**config.mk**
```make
export PLATFORM = sky130hd
export DESIGN_NAME = orange_region_tracker_flat
export DESIGN_NICKNAME = d
export VERILOG_FILES = /design/src/rtl/orange_region_tracker_if.sv /design/src/rtl/orange_region_tracker.sv /design/src/flat_wrapper.sv
export SDC_FILE = /design/constraint.sdc
export NUM_CORES = 1
export LEC_CHECK = 0
export CAP_MARGIN = 20
export CORE_MARGIN = 3
export CORE_UTILIZATION = 56
export DETAILED_ROUTE_END_ITERATION = 8
export PLACE_DENSITY_LB_ADDON = 0.15
export SYNTH_ARGS = -nofsm -noshare
export SYNTH_HDL_FRONTEND = slang
export SYNTH_SLANG_ARGS = --single-unit
```
**constraint.sdc**
```tcl
create_clock -name clk -period 4.8 [get_ports clk]
set_clock_uncertainty 0.15 [all_clocks]
set_input_delay 0.72 -clock clk [delete_from_list [all_inputs] [get_ports clk]]
set_output_delay 0.72 -clock clk [all_outputs]
set_load 0.005 [all_outputs]
```
**src/rtl/orange_region_tracker_if.sv**
```systemverilog
// Pixel-side inputs and per-frame results exchanged with the orange region tracker.
// The master drives the VGA qualifiers and receives the frame report. The slave is the tracker.
interface orange_region_tracker_if #(
  parameter int COUNT_W = 19
);
  logic               active;
  logic               vsync;
  logic               is_orange;
  logic               orange_detected;
  logic [2:0]         direction;
  logic [COUNT_W-1:0] orange_count;
  logic               frame_valid;

  modport master (
    output active, vsync, is_orange,
    input  orange_detected, direction, orange_count, frame_valid
  );

  modport slave (
    input  active, vsync, is_orange,
    output orange_detected, direction, orange_count, frame_valid
  );
endinterface

```
**src/rtl/orange_region_tracker.sv**
```systemverilog
// Counts orange pixels in left/middle/right thirds and reports a hysteresis-filtered direction per frame.
// Frame report is registered one cycle after the sampled vsync fall. There is no backpressure: pixels are consumed every clock.
module orange_region_tracker #(
  parameter int H_ACTIVE      = 640,
  parameter int COUNT_W       = 19,
  parameter int DETECT_THRESH = 2000,
  parameter int HYST_FRAMES   = 3
) (
  input  logic                   clk,
  input  logic                   rst_n,
  orange_region_tracker_if.slave bus
);
  localparam int XW = $clog2(H_ACTIVE);
  localparam int SW = $clog2(HYST_FRAMES + 1);
  localparam int TW = COUNT_W + 2;
  localparam logic [XW-1:0] X_MAX    = XW'(H_ACTIVE - 1);
  localparam logic [XW-1:0] LEFT_END = XW'(H_ACTIVE / 3);
  localparam logic [XW-1:0] MID_END  = XW'(2 * H_ACTIVE / 3);
  localparam logic [SW-1:0] HYST_C   = SW'(HYST_FRAMES);
  localparam logic [TW-1:0] THRESH_C = TW'(DETECT_THRESH);

  logic [XW-1:0]      x_q, x_d;
  logic [COUNT_W-1:0] cnt_l_q, cnt_l_d, cnt_m_q, cnt_m_d, cnt_r_q, cnt_r_d;
  logic               vsync_q;
  logic [2:0]         cand_prev_q, cand_prev_d;
  logic [SW-1:0]      stable_q, stable_d;
  logic               det_q, det_d;
  logic [2:0]         dir_q, dir_d;
  logic [COUNT_W-1:0] count_q, count_d;
  logic               fv_q;

  logic               frame_end, pix, in_l, in_m;
  logic [TW-1:0]      total;
  logic [COUNT_W-1:0] total_sat;
  logic               detected;
  logic [2:0]         winner, candidate;

  function automatic logic [COUNT_W-1:0] sat_inc(input logic [COUNT_W-1:0] v);
    return (&v) ? v : v + COUNT_W'(1);
  endfunction

  assign frame_end = vsync_q & ~bus.vsync;
  assign pix       = bus.active & bus.is_orange;
  assign in_l      = x_q < LEFT_END;
  assign in_m      = ~in_l & (x_q < MID_END);

  always_comb begin
    x_d = '0;
    if (bus.active) x_d = (x_q == X_MAX) ? x_q : x_q + XW'(1);
  end

  // A pixel coinciding with frame_end starts the new frame's count at 1.
  always_comb begin
    cnt_l_d = frame_end ? '0 : cnt_l_q;
    cnt_m_d = frame_end ? '0 : cnt_m_q;
    cnt_r_d = frame_end ? '0 : cnt_r_q;
    if (pix && in_l)             cnt_l_d = sat_inc(cnt_l_d);
    if (pix && in_m)             cnt_m_d = sat_inc(cnt_m_d);
    if (pix && !in_l && !in_m)   cnt_r_d = sat_inc(cnt_r_d);
  end

  always_comb begin
    total     = {2'b00, cnt_l_q} + {2'b00, cnt_m_q} + {2'b00, cnt_r_q};
    total_sat = (|total[TW-1:COUNT_W]) ? '1 : total[COUNT_W-1:0];
    detected  = total >= THRESH_C;
    if (cnt_m_q >= cnt_l_q && cnt_m_q >= cnt_r_q) winner = 3'b010;
    else if (cnt_l_q >= cnt_r_q)                   winner = 3'b100;
    else                                           winner = 3'b001;
    candidate = detected ? winner : 3'b000;
  end

  // Direction only moves once the same candidate has been seen HYST_FRAMES frames in a row.
  always_comb begin
    cand_prev_d = cand_prev_q;
    stable_d    = stable_q;
    det_d       = det_q;
    count_d     = count_q;
    dir_d       = dir_q;
    if (frame_end) begin
      det_d   = detected;
      count_d = total_sat;
      if (candidate == cand_prev_q) begin
        stable_d = (stable_q >= HYST_C) ? HYST_C : stable_q + SW'(1);
      end else begin
        cand_prev_d = candidate;
        stable_d    = SW'(1);
      end
      if (stable_d >= HYST_C) dir_d = candidate;
    end
  end

  always_ff @(posedge clk) begin
    if (!rst_n) begin
      x_q         <= '0;
      cnt_l_q     <= '0;
      cnt_m_q     <= '0;
      cnt_r_q     <= '0;
      vsync_q     <= 1'b1;
      cand_prev_q <= 3'b000;
      stable_q    <= '0;
      det_q       <= 1'b0;
      dir_q       <= 3'b000;
      count_q     <= '0;
      fv_q        <= 1'b0;
    end else begin
      x_q         <= x_d;
      cnt_l_q     <= cnt_l_d;
      cnt_m_q     <= cnt_m_d;
      cnt_r_q     <= cnt_r_d;
      vsync_q     <= bus.vsync;
      cand_prev_q <= cand_prev_d;
      stable_q    <= stable_d;
      det_q       <= det_d;
      dir_q       <= dir_d;
      count_q     <= count_d;
      fv_q        <= frame_end;
    end
  end

  assign bus.orange_detected = det_q;
  assign bus.direction       = dir_q;
  assign bus.orange_count    = count_q;
  assign bus.frame_valid     = fv_q;
endmodule

```
**src/flat_wrapper.sv**
```systemverilog
// flat-port wrapper written by rule: the top's interface ports become plain ports
module orange_region_tracker_flat 
#(
  parameter int H_ACTIVE      = 640,
  parameter int COUNT_W       = 19,
  parameter int DETECT_THRESH = 2000,
  parameter int HYST_FRAMES   = 3
)
  (clk, rst_n, bus_active, bus_vsync, bus_is_orange, bus_orange_detected, bus_direction, bus_orange_count, bus_frame_valid);
  orange_region_tracker_if #(.COUNT_W(COUNT_W)) bus_i ();
  input  logic clk;
  input  logic rst_n;
  input wire logic [$bits(bus_i.active)-1:0] bus_active;
  input wire logic [$bits(bus_i.vsync)-1:0] bus_vsync;
  input wire logic [$bits(bus_i.is_orange)-1:0] bus_is_orange;
  output wire logic [$bits(bus_i.orange_detected)-1:0] bus_orange_detected;
  output wire logic [$bits(bus_i.direction)-1:0] bus_direction;
  output wire logic [$bits(bus_i.orange_count)-1:0] bus_orange_count;
  output wire logic [$bits(bus_i.frame_valid)-1:0] bus_frame_valid;
  assign bus_i.active = bus_active;
  assign bus_i.vsync = bus_vsync;
  assign bus_i.is_orange = bus_is_orange;
  assign bus_orange_detected = bus_i.orange_detected;
  assign bus_direction = bus_i.direction;
  assign bus_orange_count = bus_i.orange_count;
  assign bus_frame_valid = bus_i.frame_valid;
  orange_region_tracker #(.H_ACTIVE(H_ACTIVE), .COUNT_W(COUNT_W), .DETECT_THRESH(DETECT_THRESH), .HYST_FRAMES(HYST_FRAMES)) u_core (.clk(clk), .rst_n(rst_n), .bus(bus_i));
endmodule
```
# After elaboration in Yosys (flattened, before gate mapping)
# Index checks and enable logic that the tools add are counted.
dict set report totals {
  reg_bits 97
  in_bits 5
  out_inout_bits 24
  word_cells 64
}
dict set report op_classes {
  addsub 7
  order_cmp 8
  eq_ne 2
  mux 16
  n_bitwise 6
  n_reduce_logical 14
}
# op count
set op_table {}
lappend op_table {{19-bit two-way mux} 10}
lappend op_table {{19-bit by 1-bit adder with 19-bit output, second input constant} 3}
lappend op_table {{19-bit >= comparator} 3}
lappend op_table {{19-bit AND reduction} 3}
lappend op_table {{21-bit by 19-bit adder with 21-bit output} 1}
lappend op_table {{21-bit by 11-bit >= comparator with 1-bit output, second input constant} 1}
lappend op_table {{19-bit by 19-bit adder with 20-bit output} 1}
lappend op_table {{10-bit by 1-bit adder with 10-bit output, second input constant} 1}
lappend op_table {{10-bit equality test, second input constant} 1}
lappend op_table {{10-bit by 8-bit < comparator with 1-bit output, second input constant} 1}
lappend op_table {{10-bit by 9-bit < comparator with 1-bit output, second input constant} 1}
lappend op_table {{3-bit two-way mux} 3}
lappend op_table {{2-bit two-way mux} 3}
lappend op_table {{2-bit AND reduction} 3}
lappend op_table {{1-bit logical AND} 5}
lappend op_table {{2-bit >= comparator, second input constant} 2}
lappend op_table {{1-bit AND} 3}
lappend op_table {{3-bit equality test} 1}
lappend op_table {{1-bit NOT} 3}
lappend op_table {{2-bit by 1-bit adder with 2-bit output, second input constant} 1}
lappend op_table {{1-bit logical NOT} 2}
lappend op_table {{2-bit OR reduction} 1}

# Longest topological paths before layout
# Gate-level depths: netlist (run 1).
dict set report logic_depth {
  word_depth 9
  mapped_depth 26
  depth_no_buf 26
}

# Worst setup path after synthesis (run 1)
# OpenSTA, ideal clock, no wires.
dict set report synth_timing {
  path_kind {reg2reg}
  start {reg u_core.cnt_m_q[0]}
  end {reg u_core.dir_q[0], in the netlist u_core.bus.direction[0]}
  setup_time_ns 0.072
  t_arrival_ns 4.556
  t_required_ns 4.578
  setup_slack_ns 0.023
  stages_incl_launch_ff 26
  n_path_buf 0
  synth_period_minus_slack_ns 4.777
  path_cell_list {dfxtp_1 ha_1 inv_1 fa_1 o21bai_1 a21oi_1 o21bai_1 a21oi_1 o21bai_1 a21oi_1 o21bai_1 a21oi_1 o21bai_1 xnor2_1 ha_1 nand2_1 or2_2 a2111oi_2 nor3_1 o31ai_1 nand4_1 a21oi_2 nand3_4 mux2i_4 a21oi_2 mux2i_1}
}
dict set report synth_between {
  elab_chain_cells 9
  elab_cells_between_ends 13
  cone_classes {2 x add/sub; 4 x order compare; 1 x eq/ne; 4 x mux; 2 x reduce/logical}
}
# item line
set synth_rtl {}
lappend synth_rtl {{start, declared} orange_region_tracker.sv:23} ;# logic [COUNT_W-1:0] cnt_l_q, cnt_l_d, cnt_m_q, cnt_m_d, cnt_r_q, cnt_r_d;
lappend synth_rtl {{start signal, assigned} orange_region_tracker.sv:108} ;# cnt_m_q <= cnt_m_d;
lappend synth_rtl {{19-bit by 19-bit adder with 20-bit output / 19-bit >= comparator (equally long branches)} {orange_region_tracker.sv:63, orange_region_tracker.sv:66}}
lappend synth_rtl {{21-bit by 19-bit adder with 21-bit output / 1-bit logical AND (equally long branches)} {orange_region_tracker.sv:63, orange_region_tracker.sv:66}}
lappend synth_rtl {{21-bit by 11-bit >= comparator with 1-bit output / 3-bit two-way mux (equally long branches)} {orange_region_tracker.sv:65, orange_region_tracker.sv:66}}
lappend synth_rtl {{3-bit two-way mux (*)} orange_region_tracker.sv:69} ;# candidate = detected ? winner : 3'b000;
lappend synth_rtl {{3-bit equality test} orange_region_tracker.sv:82} ;# if (candidate == cand_prev_q) begin
lappend synth_rtl {{2-bit two-way mux} orange_region_tracker.sv:82}
lappend synth_rtl {{2-bit two-way mux} orange_region_tracker.sv:79} ;# if (frame_end) begin
lappend synth_rtl {{2-bit >= comparator} orange_region_tracker.sv:88} ;# if (stable_d >= HYST_C) dir_d = candidate;
lappend synth_rtl {{2-bit AND reduction (no source line)} -}
lappend synth_rtl {{end signal, assigned} orange_region_tracker.sv:114} ;# dir_q <= dir_d;
lappend synth_rtl {{end, declared} orange_region_tracker.sv:28} ;# logic [2:0] dir_q, dir_d;
# Mark *: on every way between the ends. The rest lies on a longest branch, timed or not. The select of a mux whose other input is x is not followed.
# A chain may end at the register's enable or synchronous reset.

# Worst setup path after layout (run 1)
dict set report layout_timing {
  start {reg u_core.cnt_l_q[0]}
  end {reg u_core.dir_q[2], in the netlist u_core.bus.direction[2]}
}
dict set report layout_between {
  elab_chain_cells 9
  elab_cells_between_ends 14
  cone_classes {2 x add/sub; 4 x order compare; 1 x eq/ne; 5 x mux; 2 x reduce/logical}
}
# item line
set layout_rtl {}
lappend layout_rtl {{start, declared} orange_region_tracker.sv:23}
lappend layout_rtl {{start signal, assigned} orange_region_tracker.sv:107} ;# cnt_l_q <= cnt_l_d;
lappend layout_rtl {{19-bit by 19-bit adder with 20-bit output, or another cell as far along} orange_region_tracker.sv:63} ;# total = {2'b00, cnt_l_q} + {2'b00, cnt_m_q} + {2'b00, cnt_r_q};
lappend layout_rtl {{21-bit by 19-bit adder with 21-bit output, or another cell as far along} orange_region_tracker.sv:63}
lappend layout_rtl {{21-bit by 11-bit >= comparator with 1-bit output / 3-bit two-way mux (equally long branches)} {orange_region_tracker.sv:65, orange_region_tracker.sv:66}}
lappend layout_rtl {{3-bit two-way mux (*)} orange_region_tracker.sv:69}
lappend layout_rtl {{3-bit equality test} orange_region_tracker.sv:82}
lappend layout_rtl {{2-bit two-way mux} orange_region_tracker.sv:82}
lappend layout_rtl {{2-bit two-way mux} orange_region_tracker.sv:79}
lappend layout_rtl {{2-bit >= comparator} orange_region_tracker.sv:88}
lappend layout_rtl {{2-bit AND reduction (no source line)} -}
# Marks and branches as above.

==> flow_results.xml, run 1 <==
<?xml version="1.0" encoding="UTF-8"?>
<metrics>
  <group name="outcome">
    <metric name="outcome" unit="">completed</metric>
  </group>
  <group name="clocking">
    <metric name="cts_tree" unit="">done</metric>
    <metric name="clk_pin_slew" unit="ps">70</metric>
    <metric name="clock-root-buffer" unit="">clkbuf_16</metric>
    <metric name="cts_max_level" unit="">3</metric>
    <metric name="cts_num_sinks" unit="">97</metric>
    <metric name="tritoncts.num_buffers" unit="">9</metric>
    <metric name="insertion_delay" unit="ps">350</metric>
    <metric name="cts_max_path_buffers" unit="">2</metric>
    <metric name="cts_hold_repair.buffers" unit="">0</metric>
  </group>
  <group name="floorplan">
    <metric name="die-height" unit="um">122</metric>
    <metric name="design.die.area" unit="um2">14800</metric>
    <metric name="rows" unit="">41</metric>
    <metric name="start_util" unit="%">58.3</metric>
    <metric name="pin_count" unit="">29</metric>
    <metric name="die-width" unit="um">122</metric>
    <metric name="fp.coreArea" unit="um2">12800</metric>
  </group>
  <group name="yosys">
    <metric name="synth_top_area_cell" unit="">dfxtp_1</metric>
    <metric name="yosysWarningCount" unit="">0</metric>
    <metric name="yosysUniqueCellTypes" unit="">64</metric>
    <metric name="synth_enable_flop_cells" unit="">0</metric>
    <metric name="mean_cell_area_of_the_mapped_netlist" unit="um2">7.95</metric>
    <metric name="ys_async_sr_fraction" unit="%">0</metric>
    <metric name="yosys_most_used_dff" unit="">dfxtp_1</metric>
    <metric name="ys_seq_area_share" unit="%">26.0</metric>
    <metric name="ys_seq_elements" unit="">97</metric>
    <metric name="syn-num-nets" unit="">1050</metric>
    <metric name="postSynthCellCount" unit="">940</metric>
    <metric name="yosysTopAreaCellShare" unit="%">26.0</metric>
    <metric name="syn_area" unit="um2">7480</metric>
    <metric name="synth_area_leaders" unit="">dfxtp_1 26%, ha_1 17%, xnor2_1 6.0%</metric>
  </group>
  <group name="placement">
    <metric name="port_buffers" unit="">28</metric>
    <metric name="dpl.cell_count" unit="">1187</metric>
    <metric name="hpwlAfterDp" unit="mm">14.4</metric>
    <metric name="place.gp.congestion" unit="">0.937</metric>
  </group>
  <group name="grt">
    <metric name="global_route.usage.total" unit="%">26.1</metric>
    <metric name="globalRoute.totalOverflow" unit="">0</metric>
    <metric name="grt_antenna_before_repair" unit="">0</metric>
    <metric name="grt_max_degree" unit="">41</metric>
    <metric name="grt_pass1_vias" unit="">6386</metric>
    <metric name="wire_length_of_the_first_global_routing_pass" unit="mm">30.8</metric>
  </group>
  <group name="flow_run">
    <metric name="max_cap_violations" unit="">0</metric>
  </group>
  <group name="finish">
    <metric name="final_nets" unit="">1139</metric>
    <metric name="instances_no_fill" unit="">1206</metric>
    <metric name="layout-drive-gt1-share" unit="%">12.5</metric>
    <metric name="area_growth_synth_to_finish" unit="%">19.0</metric>
    <metric name="antenna-diode-count" unit="">0</metric>
    <metric name="fillers" unit="">1063</metric>
  </group>
  <group name="min_path">
    <metric name="hp-class" unit="">reg2reg</metric>
  </group>
  <group name="setup_path">
    <metric name="critPathMaxFanout" unit="">4</metric>
    <metric name="setup.worst_path.start_class" unit="">register</metric>
    <metric name="worstPathRequired" unit="ps">4930</metric>
    <metric name="worstSetupEndpointType" unit="">register</metric>
    <metric name="critical_path_arrival" unit="ps">4870</metric>
    <metric name="critPathKind" unit="">reg2reg</metric>
    <metric name="r2r_slack" unit="ps">60</metric>
  </group>
  <group name="sta">
    <metric name="total_negative_slack_for_setup_checks" unit="ps">0</metric>
    <metric name="relSlewSlack" unit="%">59.3</metric>
    <metric name="final-hold-violation-count" unit="">0</metric>
    <metric name="period_share" unit="%">98.8</metric>
    <metric name="rsz0062_at_grt" unit="">yes</metric>
    <metric name="finalWorstPathRequiredPeriod" unit="ps">4740</metric>
    <metric name="finalMaxSlewViolations" unit="">0</metric>
    <metric name="finalSetupViolCount" unit="">0</metric>
    <metric name="fmaxAchievable" unit="GHz">0.211</metric>
    <metric name="worst-slew-pin-transition" unit="ps">608</metric>
  </group>
  <group name="power_and_ir_drop">
    <metric name="vdd.ir_drop.worst" unit="V">0.000119</metric>
    <metric name="fraction_of_power_consumed_by_the_clock_network" unit="%">43.3</metric>
    <metric name="netSwitchingPower" unit="mW">0.386</metric>
    <metric name="p_sw_share" unit="%">23.7</metric>
    <metric name="internal-power" unit="mW">1.24</metric>
    <metric name="comb_power_share" unit="%">6.0</metric>
    <metric name="share_seq_of_total_power" unit="%">50.7</metric>
    <metric name="powerDensity" unit="nW/um2">183</metric>
    <metric name="static_leakage" unit="nW">3.77</metric>
  </group>
  <group name="routing">
    <metric name="drcViolationCount" unit="">0</metric>
    <metric name="route.detailed.wl_per_inst" unit="um">15.7</metric>
    <metric name="dr_total_vias" unit="">6751</metric>
    <metric name="totalWireLength" unit="mm">18.9</metric>
    <metric name="final_antenna_net_count" unit="">0</metric>
    <metric name="drt_pre_antenna_iters" unit="">5</metric>
    <metric name="drt_iter0_markers" unit="">474</metric>
    <metric name="detail_route.vias_per_cell" unit="">5.60</metric>
  </group>
</metrics>
-- metal layers --
metal / GRT usage, % / share of wire (%)
met1: 35.0 / 48
met2: 44.4 / 47
met3: 2.74 / 3.1
met4: 8.12 / 1.7
met5: 0 / 0
-- logic make-up after synthesis --
group                      after synthesis  share of synthesized area, %
muxes                                   10                          1.51
xor gates and xnor gates                83                          9.72
DFF                                     97                          26.0
AOI/OAI and AO/OA                      205                          16.7
and+or+nand+nor                        349                          23.7
buffers and inverters                   91                          4.60
adders and majority gates              105                          17.8
-- critical path, stage by stage, from the launching register on --
cell and delay, ps:
dfxtp_2 350, ha_4 140, inv_2 40, fa_2 330, o21bai_1 180, a21oi_2 80
o21bai_1 150, a21oi_2 90, o21bai_2 150, a21oi_2 80, nor2_1 90, nor2_1 50
nor2_1 80, nor2_1 50, xnor2_1 130, ha_1 350, nand4_1 130, or2_4 300
a2111oi_4 280, nor3_4 90, o31ai_2 210, nand4_1 170, a21oi_2 240, nand3_4 120
mux2i_4 220, a21oi_4 220, mux2i_1 200
-- layout make-up --
class | instances | area, um2 | area share (%)
Clock inverter | 5 | 38.8 | 0.436
Multi-Input combinational cell | 752 | 5360 | 60.2
Clock buffer | 11 | 253 | 2.84
Timing Repair Buffer | 98 | 821 | 9.23
Sequential cell | 97 | 1940 | 21.9
Tap cell | 172 | 215 | 2.42
Inverter | 71 | 267 | 3.00
-- worst paths after layout --
kind                            depth (start not counted)                      end         startpoint
worst min-delay path                                    2   u_core.bus.frame_valid     u_core.vsync_q
worst max register to register                         26  u_core.bus.direction[2]  u_core.cnt_l_q[0]
worst max-delay path                                   26  u_core.bus.direction[2]  u_core.cnt_l_q[0]
worst min register to register                          2   u_core.bus.frame_valid     u_core.vsync_q
-- synth_stat cells (14+ instances only) --
cell type  count
a21oi_1       77
and2_1        27
and3_1        16
clkbuf_1      17
dfxtp_1       97
ha_1         103
inv_1         70
nand2_1       67
nand3_1       34
nand4_1       23
nor2_1       101
nor2b_1       14
nor3_1        14
o21ai_0       51
xnor2_1       51
xor2_1        32
-- repair_timing --
action / 4_1_cts / 5_1_grt
buffers inserted: 2 / 0
pin swaps: 22 / 10
endpoints found under the setup margin: 6 / 28
gates resized for setup: 20 / 17
cloned: 0 / 0
-- cells in the final DEF (no fill, tap or decap), types with 4 or more instances in the layout --
master,instances
nor2_1,100
ha_1,100
dfxtp_1,95
a21oi_1,71
inv_1,69
buf_4,69
nand2_1,67
xnor2_1,50
o21ai_0,48
nand3_1,34
xor2_1,31
and2_1,27
clkdlybuf4s50_1,27
nand4_1,23
and3_1,16
nand2b_1,13
a21o_1,13
nor2b_1,12
nor3_1,12
a31oi_1,9
mux2i_1,9
clkbuf_16,9
o21bai_1,8
or3_1,8
a21oi_2,7
nor4_1,6
o21a_1,6
o211ai_1,6
o21ai_1,5
nor3b_1,4
-- power groups by stage --
stage	sequential, mW	combinational, mW	clock (mW)
detailed placement	0.844	0.0944	0
floorplan	0.845	0.0461	0
CTS	0.826	0.0950	0.717
global placement	0.844	0.0934	0
global route	0.827	0.108	0.741
finish	0.826	0.0983	0.706
-- registers in the layout, indices dropped and copies added (netlist names) --
name / count
u_core.bus.orange_count: 19
u_core.cnt_l_q: 19
u_core.cnt_m_q: 19
u_core.cnt_r_q: 19
u_core.x_q: 10
u_core.bus.direction: 3
u_core.cand_prev_q: 3
u_core.stable_q: 2
u_core.bus.frame_valid: 1
u_core.bus.orange_detected: 1
u_core.vsync_q: 1
-- per-stage QoR --
| step | utilization [%] | hold WS [ps] | cell area [um2] | setup WS (ps) | power, mW |
|---|---|---|---|---|---|
| after floorplan | - | 267 | 7480 | 22.6 | 0.891 |
| after global placement | 65.5 | 291 | 8400 | -108 | 0.937 |
| after detailed placement | 65.5 | 288 | 8400 | -273 | 0.939 |
| after CTS | 68.6 | 301 | 8800 | 1.62 | 1.64 |
| after global routing | 69.4 | 325 | 8890 | -310 | 1.68 |
| final | 69.4 | 297 | 8890 | 58.2 | 1.63 |
(Power assumes the default switching activity.)
==> inputs of run 2 (changes only) <==
--- a/config.mk
+++ b/config.mk
@@ -8,4 +8,6 @@
 export CAP_MARGIN = 20
+export CELL_PAD_IN_SITES_DETAIL_PLACEMENT = 0
+export CELL_PAD_IN_SITES_GLOBAL_PLACEMENT = 1
 export CORE_MARGIN = 3
-export CORE_UTILIZATION = 56
+export CORE_UTILIZATION = 42
 export DETAILED_ROUTE_END_ITERATION = 8
--- a/constraint.sdc
+++ b/constraint.sdc
@@ -4,2 +4,2 @@
 set_output_delay 0.72 -clock clk [all_outputs]
-set_load 0.005 [all_outputs]
+set_load 0.01 [all_outputs]
==> run 2 against run 1 <==
Against the previous run:
- total power rose by 0.55%
- sequential share of layout area is 0.44 points lower
- maximum frequency fell by 0.97%
- clock power barely moved
- sequential power hardly changed
- combinational power increased by 6%
- sequential cell count is the same
==> flow_results.xml, run 2 (same netlist as run 1, synthesis figures left out) <==
<?xml version="1.0" encoding="UTF-8"?>
<metrics>
  <group name="outcome">
    <metric name="outcome" unit="">completed</metric>
  </group>
  <group name="min_path">
    <metric name="hp-class" unit="">reg2reg</metric>
  </group>
  <group name="finish">
    <metric name="final-seq-area" unit="um2">1950</metric>
    <metric name="instances_no_fill" unit="">1277</metric>
    <metric name="fillers" unit="">1723</metric>
    <metric name="final_nets" unit="">1157</metric>
    <metric name="antenna-diode-count" unit="">0</metric>
    <metric name="mostFrequentLayoutCell" unit="">ha_1</metric>
    <metric name="combined_area_of_the_multi_input_logic_cells" unit="um2">5350</metric>
    <metric name="layout.cells.most_common_list" unit="">102 x ha_1, 99 x nor2_1, 92 x dfxtp_1, 86 x buf_4, 70 x a21oi_1</metric>
    <metric name="layout-drive-gt1-share" unit="%">14.3</metric>
    <metric name="area_growth_synth_to_finish" unit="%">21.6</metric>
  </group>
  <group name="power_and_ir_drop">
    <metric name="netSwitchingPower" unit="mW">0.416</metric>
    <metric name="internal-power" unit="mW">1.22</metric>
    <metric name="p_total" unit="mW">1.64</metric>
    <metric name="share_seq_of_total_power" unit="%">50.4</metric>
    <metric name="comb_power_share" unit="%">6.3</metric>
    <metric name="fraction_of_power_consumed_by_the_clock_network" unit="%">43.3</metric>
    <metric name="vdd.ir_drop.worst" unit="V">0.000160</metric>
    <metric name="static_leakage" unit="nW">3.86</metric>
    <metric name="p_sw_share" unit="%">25.4</metric>
    <metric name="powerDensity" unit="nW/um2">180</metric>
  </group>
  <group name="sta">
    <metric name="final-hold-violation-count" unit="">0</metric>
    <metric name="fin_worst_hold_slack" unit="ps">306</metric>
    <metric name="rsz0062_at_grt" unit="">yes</metric>
    <metric name="relSlewSlack" unit="%">44.6</metric>
    <metric name="finalMaxSlewViolations" unit="">0</metric>
    <metric name="finalWorstPathRequiredPeriod" unit="ps">4790</metric>
    <metric name="worst-slew-pin-transition" unit="ps">826</metric>
    <metric name="period_share" unit="%">99.8</metric>
    <metric name="fmaxAchievable" unit="GHz">0.209</metric>
    <metric name="finalSetupViolCount" unit="">0</metric>
  </group>
  <group name="placement">
    <metric name="dpl.cell_count" unit="">1251</metric>
    <metric name="port_buffers" unit="">28</metric>
    <metric name="hpwlAfterDp" unit="mm">15.6</metric>
    <metric name="place.gp.congestion" unit="">0.860</metric>
  </group>
  <group name="clocking">
    <metric name="tritoncts.num_buffers" unit="">9</metric>
    <metric name="insertion_delay" unit="ps">360</metric>
    <metric name="cts_hold_repair.buffers" unit="">0</metric>
    <metric name="clock-root-buffer" unit="">clkbuf_16</metric>
    <metric name="cts_num_sinks" unit="">97</metric>
    <metric name="clk_pin_slew" unit="ps">70</metric>
    <metric name="cts_tree" unit="">done</metric>
    <metric name="cts_max_level" unit="">3</metric>
    <metric name="cts_max_path_buffers" unit="">2</metric>
  </group>
  <group name="flow_run">
    <metric name="max_cap_violations" unit="">0</metric>
  </group>
  <group name="floorplan">
    <metric name="die-width" unit="um">139</metric>
    <metric name="rows" unit="">48</metric>
    <metric name="start_util" unit="%">43.1</metric>
    <metric name="fp.coreArea" unit="um2">17400</metric>
    <metric name="design.die.area" unit="um2">19400</metric>
    <metric name="die-height" unit="um">139</metric>
    <metric name="pin_count" unit="">29</metric>
  </group>
  <group name="routing">
    <metric name="detail_route.vias_per_cell" unit="">5.21</metric>
    <metric name="drt_iter0_markers" unit="">265</metric>
    <metric name="dr_total_vias" unit="">6657</metric>
    <metric name="totalWireLength" unit="mm">19.9</metric>
    <metric name="route.detailed.wl_per_inst" unit="um">15.6</metric>
    <metric name="final_antenna_net_count" unit="">0</metric>
    <metric name="drt_pre_antenna_iters" unit="">5</metric>
    <metric name="drcViolationCount" unit="">0</metric>
  </group>
  <group name="grt">
    <metric name="globalRoute.totalOverflow" unit="">0</metric>
    <metric name="grt_pass1_vias" unit="">6511</metric>
    <metric name="global_route.usage.total" unit="%">20.4</metric>
    <metric name="grt_antenna_before_repair" unit="">0</metric>
    <metric name="grt_max_degree" unit="">35</metric>
    <metric name="wire_length_of_the_first_global_routing_pass" unit="mm">32.3</metric>
  </group>
  <group name="setup_path">
    <metric name="critPathKind" unit="">reg2reg</metric>
    <metric name="critPathMaxFanout" unit="">3</metric>
    <metric name="critical_path_arrival" unit="ps">4890</metric>
    <metric name="worstPathRequired" unit="ps">4900</metric>
    <metric name="worstSetupEndpointType" unit="">register</metric>
    <metric name="setup.worst_path.start_class" unit="">register</metric>
  </group>
</metrics>
==> run 2: layer usage <==
layer / global-route usage (%) / part of all wire (%) / vias to the layer above
li1: - / - / 3504
met1: 27.4 / 49 / 3036
met2: 33.7 / 45 / 91
met3: 2.27 / 2.5 / 26
met4: 8.08 / 2.9 / 0
met5: 0 / 0 / -
==> run 2: area by class of cell <==
class,instances,area share [%]
clock buffer,9,2.48
clock inverter,7,0.674
inverter,71,2.93
multi-input combinational,752,58.9
sequential,97,21.4
tap,225,3.10
timing repair buffer,116,10.6
==> run 2: path summary, 6_finish.rpt <==
kind,endpoint,cells after the start,slack (ps),start
worst max-delay path,u_core.stable_q[1],24,10,u_core.cnt_m_q[0]
worst min-delay path,u_core.bus.frame_valid,2,310,u_core.vsync_q
worst max register to register,u_core.stable_q[1],24,10,u_core.cnt_m_q[0]
worst min register to register,u_core.bus.frame_valid,2,310,u_core.vsync_q
==> run 2: repair_timing <==
action | CTS | global route
endpoints found under the setup margin | 7 | 28
cloned | 0 | 0
resized for setup | 19 | 23
setup buffers | 5 | 4
pin swaps | 22 | 28
==> run 2: critical path, stage by stage, from the launching register on <==
cell and delay [ps]:
dfxtp_2 360, ha_4 140, inv_2 30, fa_2 360, o21bai_4 150, a21oi_2 70, o21bai_1 150, a21oi_2 90
o21bai_2 160, a21oi_1 100, o21bai_1 180, buf_4 140, a2111o_1 150, nand2_1 70, xnor2_1 140, ha_1 210
or2_2 300, or4_4 490, o221ai_2 80, xor2_1 230, and3_4 240, nand3_4 90, mux2i_4 240, nand3_2 150
and3b_1 220
==> run 2: power by group through the flow <==
stage	combinational [mW]	clock (mW)	sequential [mW]
after floorplan	0.0461	0	0.849
final	0.104	0.709	0.826
after detailed placement	0.101	0	0.844
after global placement	0.101	0	0.844
after global routing	0.113	0.761	0.828
after CTS	0.102	0.731	0.826
==> run 2: through the flow <==
step           utilization (%)  cell area, um2  TNS (ps)  setup slack (ps)
6_report                  52.4            9090         0              11.7
3_5_place_dp              49.3            8550     -1270              -274
4_1_cts                   51.5            8950      -397              -109
2_1_floorplan                -            7480         0              22.6
3_3_place_gp              49.3            8550      -891              -196
5_1_grt                   52.4            9090     -1880              -296
